## src/rtl/sprite_motion_sequencer.sv

```systemverilog
// Per-frame sprite motion controller for the VGA raster.
// On each frame_start the controller visits every sprite slot in turn. Each
// slot goes through one shared bounce/add/clamp datapath and takes exactly
// four cycles: FETCH, BOUNCE, MOVE and NEXT. Between sweeps, slot
// configuration is written over a valid/ready handshake.
module sprite_motion_sequencer #(
  parameter int NUM_SPRITES = 4,
  parameter int IDXW        = 2,
  parameter int H_ACTIVE    = 640,
  parameter int V_ACTIVE    = 480,
  parameter int XW          = 10,
  parameter int YW          = 10,
  parameter int VW          = 8
) (
  input  logic                        clk,
  input  logic                        reset,
  input  logic                        frame_start,
  input  logic                        cfg_valid,
  output logic                        cfg_ready,
  input  logic [IDXW-1:0]             cfg_idx,
  input  logic [XW-1:0]               cfg_x,
  input  logic [YW-1:0]               cfg_y,
  input  logic [XW-1:0]               cfg_w,
  input  logic [YW-1:0]               cfg_h,
  input  logic signed [VW-1:0]        cfg_vx,
  input  logic signed [VW-1:0]        cfg_vy,
  input  logic                        cfg_en,
  output logic [NUM_SPRITES*XW-1:0]   obj_x,
  output logic [NUM_SPRITES*YW-1:0]   obj_y,
  output logic [NUM_SPRITES*XW-1:0]   obj_w,
  output logic [NUM_SPRITES*YW-1:0]   obj_h,
  output logic [NUM_SPRITES-1:0]      obj_en,
  output logic                        busy,
  output logic                        update_done,
  output logic                        overrun
);

  // Signed working width. It has two guard bits above the wider position
  // field, so that pos+size+vel can be compared against the raster limit.
  localparam int AW = ((XW > YW) ? XW : YW) + 2;
  localparam logic signed [AW-1:0] H_MAX = AW'(H_ACTIVE - 1);
  localparam logic signed [AW-1:0] V_MAX = AW'(V_ACTIVE - 1);
  localparam logic [IDXW-1:0] LAST_IDX = IDXW'(NUM_SPRITES - 1);

  typedef enum logic [2:0] {IDLE, FETCH, BOUNCE, MOVE, NEXT} state_t;

  state_t          state;
  logic [IDXW-1:0] idx;

  // Slot storage
  logic [XW-1:0]          sx  [NUM_SPRITES];
  logic [YW-1:0]          sy  [NUM_SPRITES];
  logic [XW-1:0]          sw  [NUM_SPRITES];
  logic [YW-1:0]          sh  [NUM_SPRITES];
  logic signed [VW-1:0]   svx [NUM_SPRITES];
  logic signed [VW-1:0]   svy [NUM_SPRITES];
  logic [NUM_SPRITES-1:0] sen;

  // Fetched slot (p0) and post-bounce velocities (p1)
  logic [XW-1:0]        x_p0, w_p0;
  logic [YW-1:0]        y_p0, h_p0;
  logic signed [VW-1:0] vx_p0, vy_p0;
  logic                 en_p0;
  logic signed [VW-1:0] vx_p1, vy_p1;

  logic signed [VW-1:0] bvx, bvy;
  logic [XW-1:0]        nx;
  logic [YW-1:0]        ny;

  function automatic logic signed [AW-1:0] ext_ux(input logic [XW-1:0] v);
    return signed'({{(AW-XW){1'b0}}, v});
  endfunction

  function automatic logic signed [AW-1:0] ext_uy(input logic [YW-1:0] v);
    return signed'({{(AW-YW){1'b0}}, v});
  endfunction

  function automatic logic signed [AW-1:0] ext_v(input logic signed [VW-1:0] v);
    return signed'({{(AW-VW){v[VW-1]}}, v});
  endfunction

  // Magnitude of a velocity. The most negative value saturates to the
  // largest positive value, because its true magnitude does not fit.
  function automatic logic signed [VW-1:0] abs_sat(input logic signed [VW-1:0] v);
    if (v == {1'b1, {(VW-1){1'b0}}}) return {1'b0, {(VW-1){1'b1}}};
    else if (v < 0)                  return -v;
    else                             return v;
  endfunction

  // Point the velocity away from whichever edge the next step would cross
  function automatic logic signed [VW-1:0] bounce_vel(
    input logic signed [AW-1:0] pos,
    input logic signed [AW-1:0] size,
    input logic signed [VW-1:0] v,
    input logic signed [AW-1:0] lim
  );
    logic signed [AW-1:0] sum;
    sum = pos + ext_v(v);
    if (sum < 0)              return abs_sat(v);
    else if (sum + size > lim) return -abs_sat(v);
    else                       return v;
  endfunction

  // Saturate the stepped position so the sprite stays fully on screen.
  // A sprite wider than the raster is pinned to 0.
  function automatic logic signed [AW-1:0] clamp_pos(
    input logic signed [AW-1:0] pos,
    input logic signed [AW-1:0] size,
    input logic signed [VW-1:0] v,
    input logic signed [AW-1:0] lim
  );
    logic signed [AW-1:0] n;
    logic signed [AW-1:0] hi;
    n  = pos + ext_v(v);
    hi = lim - size;
    if (size > lim) return '0;
    if (n < 0)      return '0;
    if (n > hi)     return hi;
    return n;
  endfunction

  assign bvx = bounce_vel(ext_ux(x_p0), ext_ux(w_p0), vx_p0, H_MAX);
  assign bvy = bounce_vel(ext_uy(y_p0), ext_uy(h_p0), vy_p0, V_MAX);
  assign nx  = XW'(clamp_pos(ext_ux(x_p0), ext_ux(w_p0), vx_p1, H_MAX));
  assign ny  = YW'(clamp_pos(ext_uy(y_p0), ext_uy(h_p0), vy_p1, V_MAX));

  assign cfg_ready = (state == IDLE) && !frame_start && !reset;

  // Flatten slot storage onto the renderer-facing buses
  for (genvar g = 0; g < NUM_SPRITES; g++) begin : g_flat
    assign obj_x[g*XW +: XW] = sx[g];
    assign obj_y[g*YW +: YW] = sy[g];
    assign obj_w[g*XW +: XW] = sw[g];
    assign obj_h[g*YW +: YW] = sh[g];
  end
  assign obj_en = sen;

  // Sweep FSM, slot storage, config writes and status pulses
  always_ff @(posedge clk) begin
    if (reset) begin
      state       <= IDLE;
      idx         <= '0;
      busy        <= 1'b0;
      update_done <= 1'b0;
      overrun     <= 1'b0;
      sen         <= '0;
      for (int i = 0; i < NUM_SPRITES; i++) begin
        sx[i]  <= '0;
        sy[i]  <= '0;
        sw[i]  <= '0;
        sh[i]  <= '0;
        svx[i] <= '0;
        svy[i] <= '0;
      end
    end else begin
      update_done <= 1'b0;
      overrun     <= frame_start && (state != IDLE);
      case (state)
        IDLE: begin
          if (frame_start) begin
            state <= FETCH;
            busy  <= 1'b1;
            idx   <= '0;
          end else if (cfg_valid && cfg_ready) begin
            sx[cfg_idx]  <= cfg_x;
            sy[cfg_idx]  <= cfg_y;
            sw[cfg_idx]  <= cfg_w;
            sh[cfg_idx]  <= cfg_h;
            svx[cfg_idx] <= cfg_vx;
            svy[cfg_idx] <= cfg_vy;
            sen[cfg_idx] <= cfg_en;
          end
        end
        // stage p0: fetch slot into working registers
        FETCH: begin
          x_p0  <= sx[idx];
          y_p0  <= sy[idx];
          w_p0  <= sw[idx];
          h_p0  <= sh[idx];
          vx_p0 <= svx[idx];
          vy_p0 <= svy[idx];
          en_p0 <= sen[idx];
          state <= BOUNCE;
        end
        // stage p1: edge bounce on velocities
        BOUNCE: begin
          vx_p1 <= bvx;
          vy_p1 <= bvy;
          state <= MOVE;
        end
        // stage p2: step, clamp, write back enabled slots
        MOVE: begin
          if (en_p0) begin
            sx[idx]  <= nx;
            sy[idx]  <= ny;
            svx[idx] <= vx_p1;
            svy[idx] <= vy_p1;
          end
          state <= NEXT;
        end
        NEXT: begin
          if (idx == LAST_IDX) begin
            busy        <= 1'b0;
            update_done <= 1'b1;
            state       <= IDLE;
          end else begin
            idx   <= idx + 1'b1;
            state <= FETCH;
          end
        end
        default: state <= IDLE;
      endcase
    end
  end

endmodule

```

## config.mk

```make
export PLATFORM = sky130hd
export DESIGN_NAME = sprite_motion_sequencer
export DESIGN_NICKNAME = d
export VERILOG_FILES = /design/src/rtl/sprite_motion_sequencer.sv
export SDC_FILE = /design/constraint.sdc
export NUM_CORES = 1
export LEC_CHECK = 0
export CAP_MARGIN = 25
export CORE_AREA = 2 2 172 174
export CTS_CLUSTER_SIZE = 12
export DETAILED_ROUTE_END_ITERATION = 7
export DIE_AREA = 0 0 174 176
export HOLD_SLACK_MARGIN = 0.15
export PLACE_DENSITY = 0.85
export SYNTH_ARGS = -nofsm -noshare
export SYNTH_HDL_FRONTEND = slang
export SYNTH_SLANG_ARGS = --single-unit
```

## constraint.sdc

```tcl
create_clock -name clk -period 8.4 [get_ports clk]
set_input_delay 1.26 -clock clk [delete_from_list [all_inputs] [get_ports clk]]
set_output_delay 1.26 -clock clk [all_outputs]
set_load 0.02 [all_outputs]
```

==> results of run 1 <==
-- synth_stat cells (all sizes together) (28+ instances only) --
master	n
a21oi	42
edfxtp	297
a22oi	37
nor3	28
inv	99
xnor2	35
and2	66
clkbuf	49
and3	32
nor2	173
o21ai	51
mux4	57
ha	98
nand2	41
-- report_power, final --
| group | switching, µW | internal, µW | total, µW |
|---|---|---|---|
| sequential | 62.4 | 1780 | 1840 |
| combinational | 405 | 311 | 716 |
| clock | 583 | 762 | 1350 |
| total | 1050 | 2850 | 3900 |
-- kinds of logic (layout without fill, tap and decap cells) --
group                    after synthesis  after routing  share of synthesized area
adder cells (fa/ha/maj)              104            104                     0.0789
flip-flops                           309            309                      0.537
multiplexers                          91             91                     0.0964
AO/OA/AOI/OAI                        250            250                      0.103
buffers and inverters                157            401                     0.0355
XOR/XNOR                              49             49                     0.0252
AND/OR/NAND/NOR                      426            426                      0.124
-- stage by stage --
step	util	setup WS, ns	hold WS (ns)	power [µW]
2_1_floorplan	-	3.40	0.585	2310
3_3_place_gp	0.692	3.32	0.500	2530
3_5_place_dp	0.692	3.13	0.521	2560
4_1_cts	0.725	3.46	0.539	3880
5_1_grt	0.728	3.14	0.596	4020
6_report	0.728	3.40	0.537	3900
-- cell type report --
type / count / area share
Clock buffer: 48 / 0.0414
Clock inverter: 6 / 0.00464
Inverter: 99 / 0.0179
Multi-Input combinational cell: 920 / 0.353
Sequential cell: 309 / 0.441
Tap cell: 384 / 0.0231
Timing Repair Buffer: 248 / 0.119
-- cell usage in the layout, fill, tap and decap left out, drive strengths merged, types with 11 or more instances in the layout --
master,n
a21o,13
xor2,14
o21a,18
nor2b,11
clkdlybuf4s50,230
clkbuf,48
buf,18
a21oi,42
mux2,17
a22oi,37
edfxtp,297
and2,66
nand2,41
inv,100
and3,32
nor3,28
dfxtp,12
nand2b,15
mux2i,17
mux4,57
nand3,24
o21ai,51
o21bai,13
xnor2,35
ha,98
nor2,173
-- metal layers --
layer	share of wire	track usage	vias up
li1	-	-	5626
met1	0.39	0.417	6207
met2	0.48	0.516	769
met3	0.099	0.0536	96
met4	0.033	0.0907	0
met5	0	0	-
-- flip-flops by register name, indices dropped and copies added, names as in the netlist --
signal	cells
svy	32
vy_p1	8
overrun	1
vx_p1	8
h_p0	10
sh	40
sw	40
svx	32
sy	40
vy_p0	8
w_p0	10
state	3
vx_p0	8
obj_en	4
idx	2
update_done	1
sx	40
x_p0	10
busy	1
y_p0	10
en_p0	1
-- worst max-delay path: cells and delay by family (launching register included) --
kind / cells / cell delay (ns)
AO/OA/AOI/OAI: 10 / 2.46
adder cells (fa/ha/maj): 2 / 0.61
flip-flops: 1 / 0.48
multiplexers: 1 / 0.37
XOR/XNOR: 1 / 0.35
buffers and inverters: 1 / 0.28
AND/OR/NAND/NOR: 2 / 0.16
-- final timing paths --
kind / endpoint / slack, ns / depth (start not counted) / from
setup reg to reg: sy[0][3] / 3.40 / 17 / y_p0[1]
hold / removal: busy / 0.54 / 2 / busy
hold reg to reg: busy / 0.54 / 2 / busy
setup / recovery: sy[0][3] / 3.40 / 17 / y_p0[1]
==> results.yml, run 1 <==
floorplanning:
  die_w_um: 174
  core_mm2: 0.0285
  io_pins: 231
  dieArea_mm2: 0.0306
  start_util: 0.598
  die_h_um: 176
  rows: 62
logic_synthesis:
  synth_ff_type: "edfxtp_1"
  synth-edff-count: 297
  synth_area_leaders: "edfxtp_1 (52%), mux4_2 (7.5%), ha_1 (7.2%), nor2_1 (3.8%), and2_1 (2.4%)"
  ys_ff_latch: 309
  synth_top_cell_by_area: "edfxtp_1"
  async_flop_share: 0
  netlist.area_leader.share: 0.523
  syn_nets: 1553
  yosysSeqAreaShare: 0.537
  yosysWarnings: 0
  postSynthCellCount: 1386
  syn_avg_cell_area_um2: 12.3
  ys_types: 78
  syn-cell-area_mm2: 0.0171
route:
  drt-initial-drc-count: 1454
  drt_pre_antenna_iters: 5
  antenna_left: 0
  drc: 0
  via_per_inst: 6.30
  vias: 12698
  wirelength_um: 47600
  wire_per_inst_um: 23.7
clock_network:
  ctsHoldBuffers: 0
  cts_resized: 0
  path_clk_slew_ns: 0.07
  cts_tree: "yes"
  cts_setup_buffers: 0
  cts.sinks: 309
  htree_levels: 1
  clk_path_buf_depth: 3
  cts_root_buf: "clkbuf_16"
  clock_latency_ns: 0.57
  numCtsBuffers: 31
layout:
  fillers: 1894
  areaGrowthSynthToFinish_pct: 21.8
  ff_latch_area_mm2: 0.00916
  diodes: 0
  drive_gt1_frac: 0.0982
  multiInputGateArea_mm2: 0.00732
  final_cells: 2014
  fin_area_mm2: 0.0208
  nets: 1776
grt:
  grt_usage: 0.308
  grt_max_degree: 61
  antenna_found_initial: 0
  grt_pass1_wl_um: 72600
  grt_pass1_vias: 12747
  gr-total-overflow: 0
critical_path:
  crit_type: "flip-flop to flip-flop"
  cpPeakStageDelay_ns: 0.61
  worst_ep_required_time_ns: 8.70
  critPathMaxFanout: 6
  crit_chain: "ha_1, a21o_1, a21oi_2, o21bai_1, a2111oi_2, o41a_1, o21bai_1, xor2_1, ha_1, nor2_1, a21oi_1, a21oi_1, a41oi_1, buf_4, mux2_2, a22oi_1, nor2_1"
  cpMaxStageDelayCell: "a41oi_1"
  crit_path_start_kind: "flip-flop"
  endpoint_kind: "flip-flop"
  arrival_ns: 5.30
pwr:
  ir_drop_mv: 0.193
  leakage_uw: 0.00791
  power_density_mw_per_mm2: 188
timing:
  finalCritPeriodShare: 0.595
  max-slew-margin-rel: 0.382
  fin_crit_ns: 5.00
  rsz0062_at_grt: "false"
  tns_ns: 0
  worst_pin_slew_ns: 0.926
  finalClockSkew_ns: 0.0129
  hold_viol_final: 0
  final-max-slew-violation-count: 0
  fmax_ghz: 0.200
  setup_viol: 0
placement:
  placed_cells: 1956
  routabilityCongestion: 0.903
  placed_cell_area_mm2: 0.0197
  hpwlAfterDp_um: 33400
  io_buffers: 230
min_path:
  hold_class: "flip-flop to flip-flop"
outcome:
  run_status: "complete, no violations"
job:
  drv.max_cap_violation_count: 0
(Power assumes the default switching activity.)
==> inputs of run 2 (changes only) <==
--- a/config.mk
+++ b/config.mk
@@ -6,12 +6,12 @@
 export NUM_CORES = 1
 export LEC_CHECK = 0
 export CAP_MARGIN = 25
-export CORE_AREA = 2 2 172 174
+export CORE_AREA = 2 2 178 180
 export CTS_CLUSTER_SIZE = 12
 export DETAILED_ROUTE_END_ITERATION = 7
-export DIE_AREA = 0 0 174 176
+export DIE_AREA = 0 0 180 182
 export HOLD_SLACK_MARGIN = 0.15
-export PLACE_DENSITY = 0.85
+export PLACE_DENSITY = 0.8
 export SYNTH_ARGS = -nofsm -noshare
 export SYNTH_HDL_FRONTEND = slang
 export SYNTH_SLANG_ARGS = --single-unit
==> constraint.sdc (replaced) <==
create_clock -name clk -period 4.75 [get_ports clk]
set_input_delay 0.7125 -clock clk [delete_from_list [all_inputs] [get_ports clk]]
set_output_delay 0.7125 -clock clk [all_outputs]
set_load 0.02 [all_outputs]
==> run 2 against run 1 <==
  * Sequential cell count did not move
  * Sequential power up 76%
  * Register-to-register slack lost 3.3 ns
  * Sequential share of layout area down 1.1 points
  * Routed wire length is 2.5% lower
  * Non-clock buffer count grew 35
  * Critical endpoint is now vx_p1[1]
  * Largest cell class unchanged
  * Highest routed layer unchanged
==> results.yml, run 2 (same netlist as run 1, synthesis figures left out) <==
clock_network:
  clock_latency_ns: 0.54
  clk_path_buf_depth: 3
  cts.sinks: 309
  cts_tree: "yes"
  htree_levels: 2
  cts_root_buf: "clkbuf_16"
  numCtsBuffers: 34
  path_clk_slew_ns: 0.06
critical_path:
  worstPathBufferInverterCount: 1
  crit_type: "flip-flop to flip-flop"
  worst-path-stages: 17
  cpPeakStageDelay_ns: 0.53
  crit_end: "vx_p1[1]"
  arrival_ns: 4.87
  critPathMaxFanout: 7
  cpMaxStageDelayCell: "or4_1"
  reg2reg_depth: 17
  worst_ep_required_time_ns: 5.01
  crit_path_start_kind: "flip-flop"
  worst_r2r_startpoint: "x_p0[0]"
  crit_path_start: "x_p0[0]"
  r2r_end: "vx_p1[1]"
  crit_chain: "ha_1, fa_1, a21oi_2, o211ai_1, nor2_1, xnor2_1, ha_1, or4_1, o22a_1, xnor2_2, a221oi_2, o22ai_1, mux2_2, a211oi_4, buf_6, mux2i_1, mux2i_1"
  crit_family: "compound AO/OA/AOI/OAI gates"
  r2r_slack_ns: 0.14
  endpoint_kind: "flip-flop"
route:
  drt-initial-drc-count: 1176
  wl_met3_um: 4570
  drt_pre_antenna_iters: 5
  vias: 12717
  route.met2.wl_um: 22100
  via_per_inst: 6.15
  wire_per_inst_um: 22.5
  m1WireLength_um: 18500
  wirelength_um: 46400
  drc: 0
  highest_layer: "met4"
  antenna_left: 0
timing:
  setup_viol: 0
  finalClockSkew_ns: 0.0230
  worst_pin_slew_ns: 0.914
  fmax_ghz: 0.217
  fin_crit_ns: 4.61
  max-slew-margin-rel: 0.386
  final-max-slew-violation-count: 0
  finalCritPeriodShare: 0.971
  finalWorstSetupSlack_ns: 0.138
  hold_viol_final: 0
min_path:
  hold_start: "busy"
  hold_class: "flip-flop to flip-flop"
pwr:
  power_density_mw_per_mm2: 339
  internal_power_uw: 5290
  p_switching_uw: 1940
  ir_drop_mv: 0.288
  power_frac_seq: 0.448
  swShare: 0.268
  power_frac_comb: 0.187
  clkPwrFrac: 0.365
  leakage_uw: 0.00815
layout:
  areaGrowthSynthToFinish_pct: 24.8
  layout_common_cells: "edfxtp_1 (297), clkdlybuf4s50_1 (230), nor2_1 (172)"
  diodes: 0
  final_cells: 2068
  final_util: 0.687
  nets: 1814
  layout_commonest_cell: "edfxtp_1"
  drive_gt1_frac: 0.132
placement:
  hpwlAfterDp_um: 31900
  io_buffers: 230
  placed_cells: 1991
  routabilityCongestion: 0.942
  dp_slack_ns: 0.0823
grt:
  antenna_found_initial: 0
  grt_pass1_vias: 12835
  grt_usage: 0.280
  grt_max_degree: 42
  gr-total-overflow: 0
  grt_pass1_wl_um: 71300
floorplanning:
  core_mm2: 0.0310
  io_pins: 231
  die_w_um: 180
  die_h_um: 182
  rows: 65
  dieArea_mm2: 0.0328
  start_util: 0.551
job:
  drv.max_cap_violation_count: 0
outcome:
  run_status: "complete, no violations"
[run 2: cell types whose count changed in the layout (fill, tap and decap cells not counted), moves of 4 or more]
cell       before  now
clkbuf_16      31   35
buf_4          14   50
clkbuf_1       15    8
a22oi_1        37   30
a22oi_2         0    7
[run 2: per-layer routing]
metal  track usage  vias to the layer above
met2         0.462                      651
met4        0.0846                        0
met1         0.371                     6249
met3        0.0654                      102
met5             0                        -
li1              -                     5715
[run 2: repair_timing]
action | CTS | global route
gates resized for setup | 0 | 22
setup endpoints to repair | 0 | 66
hold buffers | 0 | 0
buffers inserted | 0 | 21
[run 2: tightest hold or removal path, delay by kind of cell (launching register included)]
kind | cells | cell delay, ns
AO/OA/AOI/OAI | 1 | 0.07
flip-flops | 1 | 0.35
AND/OR/NAND/NOR | 1 | 0.07
[run 2: how the worst min path moves through the flow]
| stage | slack (ns) | cells past startpoint | endpoint |
|---|---|---|---|
| 6_report | 0.53 | 2 | busy |
| 5_1_grt | 0.57 | 2 | obj_en[0] |
| 4_1_cts | 0.53 | 2 | busy |
| 3_5_place_dp | 0.51 | 2 | busy |
| 3_3_place_gp | 0.51 | 2 | busy |
| 2_1_floorplan | 0.59 | 2 | vx_p1[0] |
[run 2: layout make-up]
class / instances / area [µm²]
clock inverter: 11 / 173
sequential: 309 / 9160
multi-input combinational: 920 / 7440
fill: 2180 / 9700
clock buffer: 44 / 920
inverter: 99 / 372
tap: 402 / 503
timing repair buffer: 283 / 2710
[run 2: power groups by stage]
stage / registers, µW / logic, µW / clock network, µW
3_3_place_gp: 3280 / 1220 / 0
3_5_place_dp: 3290 / 1250 / 0
5_1_grt: 3250 / 1450 / 2770
4_1_cts: 3230 / 1270 / 2660
6_report: 3230 / 1350 / 2640
2_1_floorplan: 3350 / 736 / 0
[run 2: stage by stage]
| step | area [µm²] | power [µW] | hold WS [ns] | setup TNS (ns) |
|---|---|---|---|---|
| after global placement | 19900 | 4500 | 0.506 | 0 |
| after global routing | 21300 | 7470 | 0.568 | -0.182 |
| after detailed placement | 19900 | 4540 | 0.513 | 0 |
| final | 21300 | 7220 | 0.526 | 0 |
| after floorplan | 17100 | 4080 | 0.585 | 0 |
| after CTS | 21000 | 7160 | 0.533 | 0 |
==> inputs of run 3 (changes only) <==
--- a/config.mk
+++ b/config.mk
@@ -6,12 +6,15 @@
 export NUM_CORES = 1
 export LEC_CHECK = 0
 export CAP_MARGIN = 25
-export CORE_AREA = 2 2 178 180
+export CELL_PAD_IN_SITES_DETAIL_PLACEMENT = 0
+export CELL_PAD_IN_SITES_GLOBAL_PLACEMENT = 1
+export CORE_AREA = 2 2 198 200
 export CTS_CLUSTER_SIZE = 12
 export DETAILED_ROUTE_END_ITERATION = 7
-export DIE_AREA = 0 0 180 182
-export HOLD_SLACK_MARGIN = 0.15
-export PLACE_DENSITY = 0.8
+export DIE_AREA = 0 0 200 202
+export HOLD_SLACK_MARGIN = 0.1
+export PLACE_DENSITY_LB_ADDON = 0.1
+export SLEW_MARGIN = 10
 export SYNTH_ARGS = -nofsm -noshare
 export SYNTH_HDL_FRONTEND = slang
 export SYNTH_SLANG_ARGS = --single-unit
==> run 3 against run 2 <==
  * Sequential cell count unchanged
  * Global-route usage fell by 3.4 points
  * Largest power group unchanged
  * Core utilization fell by 12 points
  * Final cell count is 6.2% higher
  * Sequential share of layout area down 0.68 points
==> results.yml, run 3 (same netlist as run 1, synthesis figures left out) <==
timing:
  hold_viol_final: 0
  setup_viol: 0
  finalWorstSetupSlack_ns: 0.197
  final-max-slew-violation-count: 0
  max-slew-margin-rel: 0.418
  fmax_ghz: 0.220
  finalClockSkew_ns: 0.0225
  worst_pin_slew_ns: 0.860
  finalCritPeriodShare: 0.958
  fin_crit_ns: 4.55
placement:
  dp_slack_ns: 0.178
  io_buffers: 230
  routabilityCongestion: 0.873
  hpwlAfterDp_um: 34900
layout:
  areaGrowthSynthToFinish_pct: 26.8
  nets: 1817
  layout_common_cells: "edfxtp_1 (297), clkdlybuf4s50_1 (230), nor2_1 (172)"
  diodes: 0
  drive_gt1_frac: 0.141
  fillers: 3251
  layout_commonest_cell: "edfxtp_1"
pwr:
  clkPwrFrac: 0.391
  swShare: 0.265
  ir_drop_mv: 0.257
  internal_power_uw: 5530
  power_frac_comb: 0.178
  p_total_uw: 7520
  leakage_uw: 0.00824
  power_frac_seq: 0.431
  power_density_mw_per_mm2: 348
  p_switching_uw: 1990
critical_path:
  crit_path_start_kind: "flip-flop"
  r2r_slack_ns: 0.20
  arrival_ns: 4.83
  worst_ep_required_time_ns: 5.02
  critPathMaxFanout: 7
  endpoint_kind: "flip-flop"
  crit_type: "flip-flop to flip-flop"
  r2r_end: "vx_p1[7]"
  worst_r2r_startpoint: "vx_p0[1]"
  reg2reg_depth: 18
clock_network:
  ctsHoldBuffers: 0
  cts.sinks: 309
  cts_tree: "yes"
  path_clk_slew_ns: 0.06
  cts_root_buf: "clkbuf_16"
  numCtsBuffers: 37
  clk_path_buf_depth: 3
  clock_latency_ns: 0.55
  htree_levels: 2
min_path:
  hold_class: "flip-flop to flip-flop"
  hold_depth: 2
  hold_start: "obj_en[2]"
  min_to: "obj_en[2]"
floorplanning:
  die_h_um: 202
  rows: 72
  core_mm2: 0.0383
  io_pins: 231
  dieArea_mm2: 0.0404
  start_util: 0.446
  die_w_um: 200
route:
  drt_pre_antenna_iters: 6
  wirelength_um: 49500
  wire_per_inst_um: 22.5
  drt-initial-drc-count: 738
  drc: 0
  antenna_left: 0
  vias: 12221
  via_per_inst: 5.57
grt:
  top_usage_layer: "met2"
  antenna_found_initial: 1
  grt_max_degree: 37
  grt_pass1_wl_um: 74300
  grt_usage: 0.246
  met1_usage: 0.347
  grt.met2_usage: 0.389
  grt_pass1_vias: 12350
  gr-total-overflow: 0
  globalRouteMet3Util: 0.0606
outcome:
  run_status: "complete, no violations"
job:
  drv.max_cap_violation_count: 0
-- run 3: how the worst max path moves through the flow --
stage / slack (ns) / cells after the start / startpoint / to
after floorplan: 0.30 / 6 / reset / svx[3][0]
after global placement: 0.28 / 17 / vx_p0[0] / vx_p1[6]
after detailed placement: 0.18 / 18 / vy_p0[0] / vy_p1[2]
after CTS: 0.15 / 17 / vx_p0[0] / vx_p1[6]
after global routing: -0.01 / 17 / x_p0[0] / vx_p1[6]
final: 0.20 / 18 / vx_p0[1] / vx_p1[7]
-- run 3: critical path, stage by stage (launching register included) --
cell      delay (ns)
edfxtp_1        0.46
ha_4            0.29
a211oi_4        0.28
o21ai_2         0.11
and2_1          0.16
o21ai_1         0.12
nand2b_1        0.08
xor2_1          0.15
ha_1            0.21
or4_1           0.53
o22a_1          0.21
xnor2_1         0.17
a221oi_2        0.28
o22ai_1         0.12
mux2_2          0.31
a211oi_4        0.28
buf_2           0.27
a221oi_1        0.10
o21bai_1        0.17
-- run 3: stage by stage --
| step | hold slack [ns] | cell area [µm²] | instances | util | TNS (ns) |
|---|---|---|---|---|---|
| after floorplan | 0.585 | 17100 | 1386 | - | 0 |
| after global placement | 0.498 | 20100 | 2117 | 0.526 | 0 |
| after detailed placement | 0.507 | 20100 | 2117 | 0.526 | 0 |
| after CTS | 0.526 | 21400 | 2184 | 0.559 | 0 |
| after global routing | 0.542 | 21600 | 2196 | 0.565 | -0.0262 |
| final | 0.521 | 21600 | 2196 | 0.565 | 0 |
-- run 3: area by class of cell --
cell class              count  area (µm²)  area share
flip-flops and latches    309        9170       0.424
multi-input cells         920        7470       0.345
repair buffers            283        2710       0.125
clock buffers              54        1060      0.0491
well taps                 518         648      0.0300
inverters                  99         372      0.0172
clock inverters            13         203     0.00937
-- run 3: repair_timing --
item / 4_1_cts / 5_1_grt
resized for setup: 0 / 29
buffers inserted: 0 / 11
endpoints found under the setup margin: 0 / 39
-- run 3: routing by layer --
layer | share of wire | wire length (µm) | up-vias
met1 | 0.45 | 22500 | 6055
met4 | 0.013 | 622 | 2
met2 | 0.46 | 22600 | 387
met5 | 0.00022 | 11 | -
li1 | - | - | 5722
met3 | 0.076 | 3750 | 55
-- run 3: power by group through the flow --
| stage | combinational, µW | clock (µW) | sequential [µW] |
|---|---|---|---|
| floorplan | 736 | 0 | 3350 |
| global placement | 1270 | 0 | 3290 |
| detailed placement | 1280 | 0 | 3290 |
| CTS | 1290 | 3000 | 3240 |
| global route | 1460 | 3090 | 3250 |
| finish | 1340 | 2940 | 3240 |
==> variant 1, RTL diff (flow settings as in run 1) <==
Register the input `cfg_idx` before use, with the module's reset. The logic sees it one clock later. The other inputs are not delayed to match.
--- a/src/rtl/sprite_motion_sequencer.sv
+++ b/src/rtl/sprite_motion_sequencer.sv
@@ -45,4 +45,14 @@
   typedef enum logic [2:0] {IDLE, FETCH, BOUNCE, MOVE, NEXT} state_t;
 
+  logic [IDXW-1:0] cfg_idx_q;
+
+  always_ff @(posedge clk) begin
+    if (reset) begin
+      cfg_idx_q <= '0;
+    end else begin
+      cfg_idx_q <= cfg_idx;
+    end
+  end
+
   state_t          state;
   logic [IDXW-1:0] idx;
@@ -163,11 +173,11 @@
             idx   <= '0;
           end else if (cfg_valid && cfg_ready) begin
-            sx[cfg_idx]  <= cfg_x;
-            sy[cfg_idx]  <= cfg_y;
-            sw[cfg_idx]  <= cfg_w;
-            sh[cfg_idx]  <= cfg_h;
-            svx[cfg_idx] <= cfg_vx;
-            svy[cfg_idx] <= cfg_vy;
-            sen[cfg_idx] <= cfg_en;
+            sx[cfg_idx_q]  <= cfg_x;
+            sy[cfg_idx_q]  <= cfg_y;
+            sw[cfg_idx_q]  <= cfg_w;
+            sh[cfg_idx_q]  <= cfg_h;
+            svx[cfg_idx_q] <= cfg_vx;
+            svy[cfg_idx_q] <= cfg_vy;
+            sen[cfg_idx_q] <= cfg_en;
           end
         end
Behaviour: not the same (a bounded check fails within 4 cycles, from zero or initial values and one cycle with reset high).
==> variant 1 against run 1 <==
- via count decreased by 4.1%
- non-clock buffer count increased by 2
- first-iteration DRC count decreased by 24%
- largest cell class unchanged
- area after synthesis decreased by 0.89%
- cell area about the same
- power increased by 2.7%
- routed wire length decreased by 6.0%
- sequential cell count increased by 2
- largest power group unchanged
- critical path type unchanged
- synthesized cell count decreased by 1.9%
- critical path depth increased by 1
- setup slack got worse by 0.37 ns
==> variant 1: results (changes against run 1) <==
Worst setup path
  – Reg-to-reg endpoint: vy_p1[6]
  – Worst r2r path cells: 18 (+1)
  – Crit-path slowest cell: a2111oi_4
  – Reg2Reg Launch Point: vy_p0[2]
  – Critical Path Max Stage Delay: 0.98 ns (+0.37 ns)
  – Data arrival, critical path: 5.64 ns (+0.34 ns)
  – R2r setup slk: 3.03 ns (-0.37 ns)
  – Crit path max fanout: 19 (+13)

Detailed routing
  – Wire length per cell: 22.5 um (-5.0%)
  – Vias/cell: 6.11 (-3.0%)
  – Starting DRT DRC Count: 1104 (-24%)

Hold path
  – Hold EP: busy

Synthesis
  – Largest cells by area after synthesis: edfxtp_1, mux4_2, ha_1
  – Commonest cells in the netlist: edfxtp_1, nor2_1, ha_1, inv_1, and2_1
  – Post-synthesis sequential area ratio: 54.4% (+0.72 points)
  – Yosys cell types: 73 (-6.4%)

Layout
  – Fin nets: 1752 (-1.4%)
  – Share of layout cells above drive strength 1: 9.77% (-0.046 points)
  – Fill count: 1967 (+3.9%)

GRT
  – GRT Util Overall: 28.9% (-1.9 points)

Timing
  – Clk_skew: 0.0288 ns (+0.0159 ns)
  – Worst slew margin: 30.7% (-7.5 points)

Clocking
  – Clock Latency Late Sink: 0.53 ns (-0.04 ns)
  – Max H-tree Level: 2 (+1)
  – Inserted Clock Buffers: 34 (+9.7%)

Power and ir drop
  – Peak supply drop: 0.000172 V (-11%)

Placement
  – GP Congestion: 0.924 (+2.3%)
  – Detailed Place HPWL: 30800 um (-7.8%)

Run status
  – Status: finished, final reports clean
==> variant 1: cell count changes after synthesis, sizes merged, moves of 6 or more <==
cell,change
o21a,-7
mux2,-7
a21oi,+6
o21ai,-11
nor2b,+7
a2bb2oi,+6
nor2,-6
and3,-6
nand3,-11
buf,+7
==> variant 1: report_power, final <==
group / total (W) / leakage [nW] / internal, W / switching, W
Sequential: 0.00185 / 3.10 / 0.00179 / 0.0000575
Clock: 0.00146 / 0.515 / 0.000855 / 0.000603
Combinational: 0.000699 / 4.32 / 0.000306 / 0.000393
Total: 0.00400 / 7.94 / 0.00295 / 0.00105
==> variant 1: metrics by stage <==
step	utilization, %	cells	hold slack, ns	instance area (sq um)
2_1_floorplan	-	1359	0.558	16900
3_3_place_gp	68.7	1929	0.495	19600
3_5_place_dp	68.8	1930	0.513	19600
4_1_cts	72.5	1988	0.531	20700
5_1_grt	72.7	1991	0.574	20800
6_report	72.7	1991	0.532	20800
==> variant 1: logic make-up (layout without fill, tap and decap cells) <==
family	after synthesis	after routing	synth area share (%)
AO/OA/AOI/OAI	239	239	9.89
multiplexers	87	87	9.44
flip-flops	311	311	54.4
AND/OR/NAND/NOR	411	411	12.0
buffers and inverters	154	402	3.49
adder cells (fa/ha/maj)	104	104	7.96
XOR/XNOR	53	53	2.86
==> variant 1: worst register-to-register path: stages, from the launching register on <==
cell       delay [ns]
edfxtp_1         0.55
ha_1             0.42
o21ai_1          0.21
o21bai_1         0.11
a21oi_1          0.27
o21bai_1         0.10
a21oi_1          0.18
xnor2_1          0.14
ha_1             0.30
a21oi_1          0.20
xnor2_1          0.15
o2111ai_1        0.12
or3_1            0.35
a21oi_2          0.23
o311ai_2         0.17
a2111oi_4        0.98
a21boi_2         0.14
o31a_1           0.28
o221a_1          0.23
==> variant 1: worst max path at each step <==
stage	cells after the start	slack (ns)	to
finish	18	3.03	vy_p1[6]
global route	18	2.71	vy_p1[6]
CTS	16	2.97	vx_p1[5]
detailed placement	12	2.97	sy[2][6]
global placement	12	3.07	sy[2][6]
floorplan	6	3.42	svx[3][0]
==> variant 1: final cells by class <==
type | count | area share [%]
sequential | 311 | 44.3
inverter | 94 | 1.70
timing repair buffer | 250 | 12.0
tap | 384 | 2.31
clock buffer | 48 | 4.60
clock inverter | 10 | 0.572
multi-input combinational | 894 | 34.5
==> variant 1: layer usage <==
metal	vias to the layer above	GRT usage, %	wire (um)
li1	5526	-	-
met1	5987	37.4	17700
met2	591	48.3	21400
met3	68	7.84	4740
met4	0	8.37	948
met5	-	0	0
==> variant 2, RTL diff (flow settings as in run 1) <==
Without the edit above. The parameter `IDXW` goes from 2 to 1.
--- a/src/rtl/sprite_motion_sequencer.sv
+++ b/src/rtl/sprite_motion_sequencer.sv
@@ -6,5 +6,5 @@
 module sprite_motion_sequencer #(
   parameter int NUM_SPRITES = 4,
-  parameter int IDXW        = 2,
+  parameter int IDXW        = 1,
   parameter int H_ACTIVE    = 640,
   parameter int V_ACTIVE    = 480,
Ports: changed (resized cfg_idx); port bits go from 231 to 230. No check against the original RTL was run, so the function may have changed too.
==> variant 2 against run 1 <==
- sequential cell count fell by 35
- area after synthesis fell by 13%
- cell area fell by 10%
- synthesized cell count fell by 8.9%
- routed wire length fell by 15%
- setup slack got worse by 0.25 ns
- power fell by 6.9%
- count of clock-buffer cells in the layout fell by 10
- critical path type unchanged
- highest routed layer unchanged
==> variant 2: results (changes against run 1) <==
Run status
  – Status: finished, final reports clean

Synthesis
  – Ys async rst share: 0% (unchanged)
  – Post-synthesis sequential area ratio: 54.6% (+0.87 points)
  – Commonest cells in the netlist: edfxtp_1, nor2_1, ha_1, nand2_1, inv_1
  – EDFF count, synth: 265 (-11%)
  – Yosys cell types: 74 (-5.1%)
  – Synth Instances: 1263 (-8.9%)
  – Largest cells by area after synthesis: edfxtp_1, ha_1, mux2_2

Detailed routing
  – Met3 WL: 4300 um (-8.3%)
  – Routed Wire Length: 40500 um (-15%)
  – WL met1: 16700 um (-9.2%)
  – Starting DRT DRC Count: 969 (-33%)
  – Met2 wire length: 18600 um (-19%)
  – Wire length per cell: 21.0 um (-11%)
  – Max layer used: met4
  – Vias/cell: 5.71 (-9.4%)

GRT
  – Global Route met3 Usage: 8.14% (+2.8 points)
  – GRT Util Overall: 25.9% (-4.9 points)
  – Met1 Usage GRT: 34.2% (-7.5 points)
  – Largest net degree at the start of global routing: 62 (+1.6%)
  – Routing usage on met2: 42.0% (-9.7 points)
  – First-pass GRT wire length: 61300 um (-16%)
  – Number of global-route vias before repair: 10793 (-15%)

Worst setup path
  – R2r setup slk: 3.15 ns (-0.25 ns)
  – Reg-to-reg endpoint: sx[0][9]
  – Worst r2r path cells: 21 (+4)
  – Crit path max fanout: 10 (+4)
  – Reg2Reg Launch Point: x_p0[0]
  – Data arrival, critical path: 5.55 ns (+0.25 ns)

Layout
  – FF+latch area: 8140 sq um (-11%)
  – FFs & Latches: 274 (-11%)
  – Utilization after layout: 65.4% (-7.4 points)
  – Non-clock buffers: 241 (-2.8%)
  – Share of layout cells above drive strength 1: 9.07% (-0.75 points)
  – Multi-input gate share of total cell area: 34.7% (-0.59 points)
  – Non-Clock Inverter Count: 66 (-33%)
  – Final-layout clock-cell area share: 5.00% (+0.40 points)
  – Fin nets: 1687 (-5.0%)
  – Fill count: 2207 (+17%)
  – Clock Buffer Count: 38 (-21%)
  – #MultiIn Comb: 908 (-1.3%)
  – Fraction of area in non-clock buffers: 12.8% (+0.90 points)

Timing
  – Worst slew margin: 34.5% (-3.8 points)
  – Hold Worst Slack: 0.536 ns (-0.000947 ns)
  – Clk_skew: 0.0110 ns (-0.00182 ns)

Placement
  – IO buf count: 227 (-1.3%)
  – GP Congestion: 0.907 (+0.47%)
  – Dpl ws: 3.28 ns (+0.154 ns)
  – Area of placed instances: 17700 sq um (-10%)
  – Detailed Place HPWL: 29400 um (-12%)
  – Post-placement cell count: 1870 (-4.4%)

Clocking
  – Clock Latency Late Sink: 0.57 ns (about the same)
  – Inserted Clock Buffers: 31 (unchanged)
  – Max H-tree Level: 1 (unchanged)

Power and ir drop
  – Leak: 7.34 nW (-7.2%)
  – Peak supply drop: 0.000202 V (+4.3%)
  – Switching power: 0.00102 W (-3.2%)

Hold path
  – Worst Hold Launch: obj_en[1]
  – Hold EP: obj_en[1]
  – Hold path cells: 2 (unchanged)
## variant 2: kinds of logic after synthesis
family                   count (synthesis)  synth area share, %
multiplexers                            78                 5.73
AO/OA/AOI/OAI                          244                 11.6
buffers and inverters                  122                 3.26
AND/OR/NAND/NOR                        393                 13.1
flip-flops                             274                 54.6
adder cells (fa/ha/maj)                103                 8.94
other                                    1               0.0251
XOR/XNOR                                48                 2.82
## variant 2: power by group through the flow
stage	clock network (W)	registers, W	logic, W
2_1_floorplan	0	0.00171	0.000432
3_3_place_gp	0	0.00166	0.000704
3_5_place_dp	0	0.00167	0.000721
4_1_cts	0.00127	0.00164	0.000727
5_1_grt	0.00132	0.00165	0.000797
6_report	0.00125	0.00164	0.000737
## variant 2: critical path, cell delays in order, from the launching register on
cell	delay (ns)
edfxtp_1	0.39
ha_1	0.19
inv_1	0.05
fa_1	0.40
nor2b_1	0.12
o21ai_0	0.11
a21boi_0	0.25
o21ai_0	0.15
a21oi_1	0.22
o21a_1	0.14
o21ai_0	0.13
a21oi_1	0.18
nor2_1	0.07
xnor2_1	0.14
ha_1	0.32
nand4_1	0.08
or3_1	0.32
a31oi_1	0.55
a21o_1	0.40
mux2_2	0.38
a22oi_1	0.30
nor2_1	0.08
## variant 2: worst max path at each step
| stage | slack [ns] | to | start |
|---|---|---|---|
| floorplan | 3.92 | en_p0 | reset |
| CTS | 3.24 | sx[0][9] | x_p0[0] |
| finish | 3.15 | sx[0][9] | x_p0[0] |
| global route | 2.80 | sx[0][9] | x_p0[0] |
| global placement | 3.40 | svy[1][3] | cfg_valid |
| detailed placement | 3.28 | sx[0][9] | x_p0[1] |
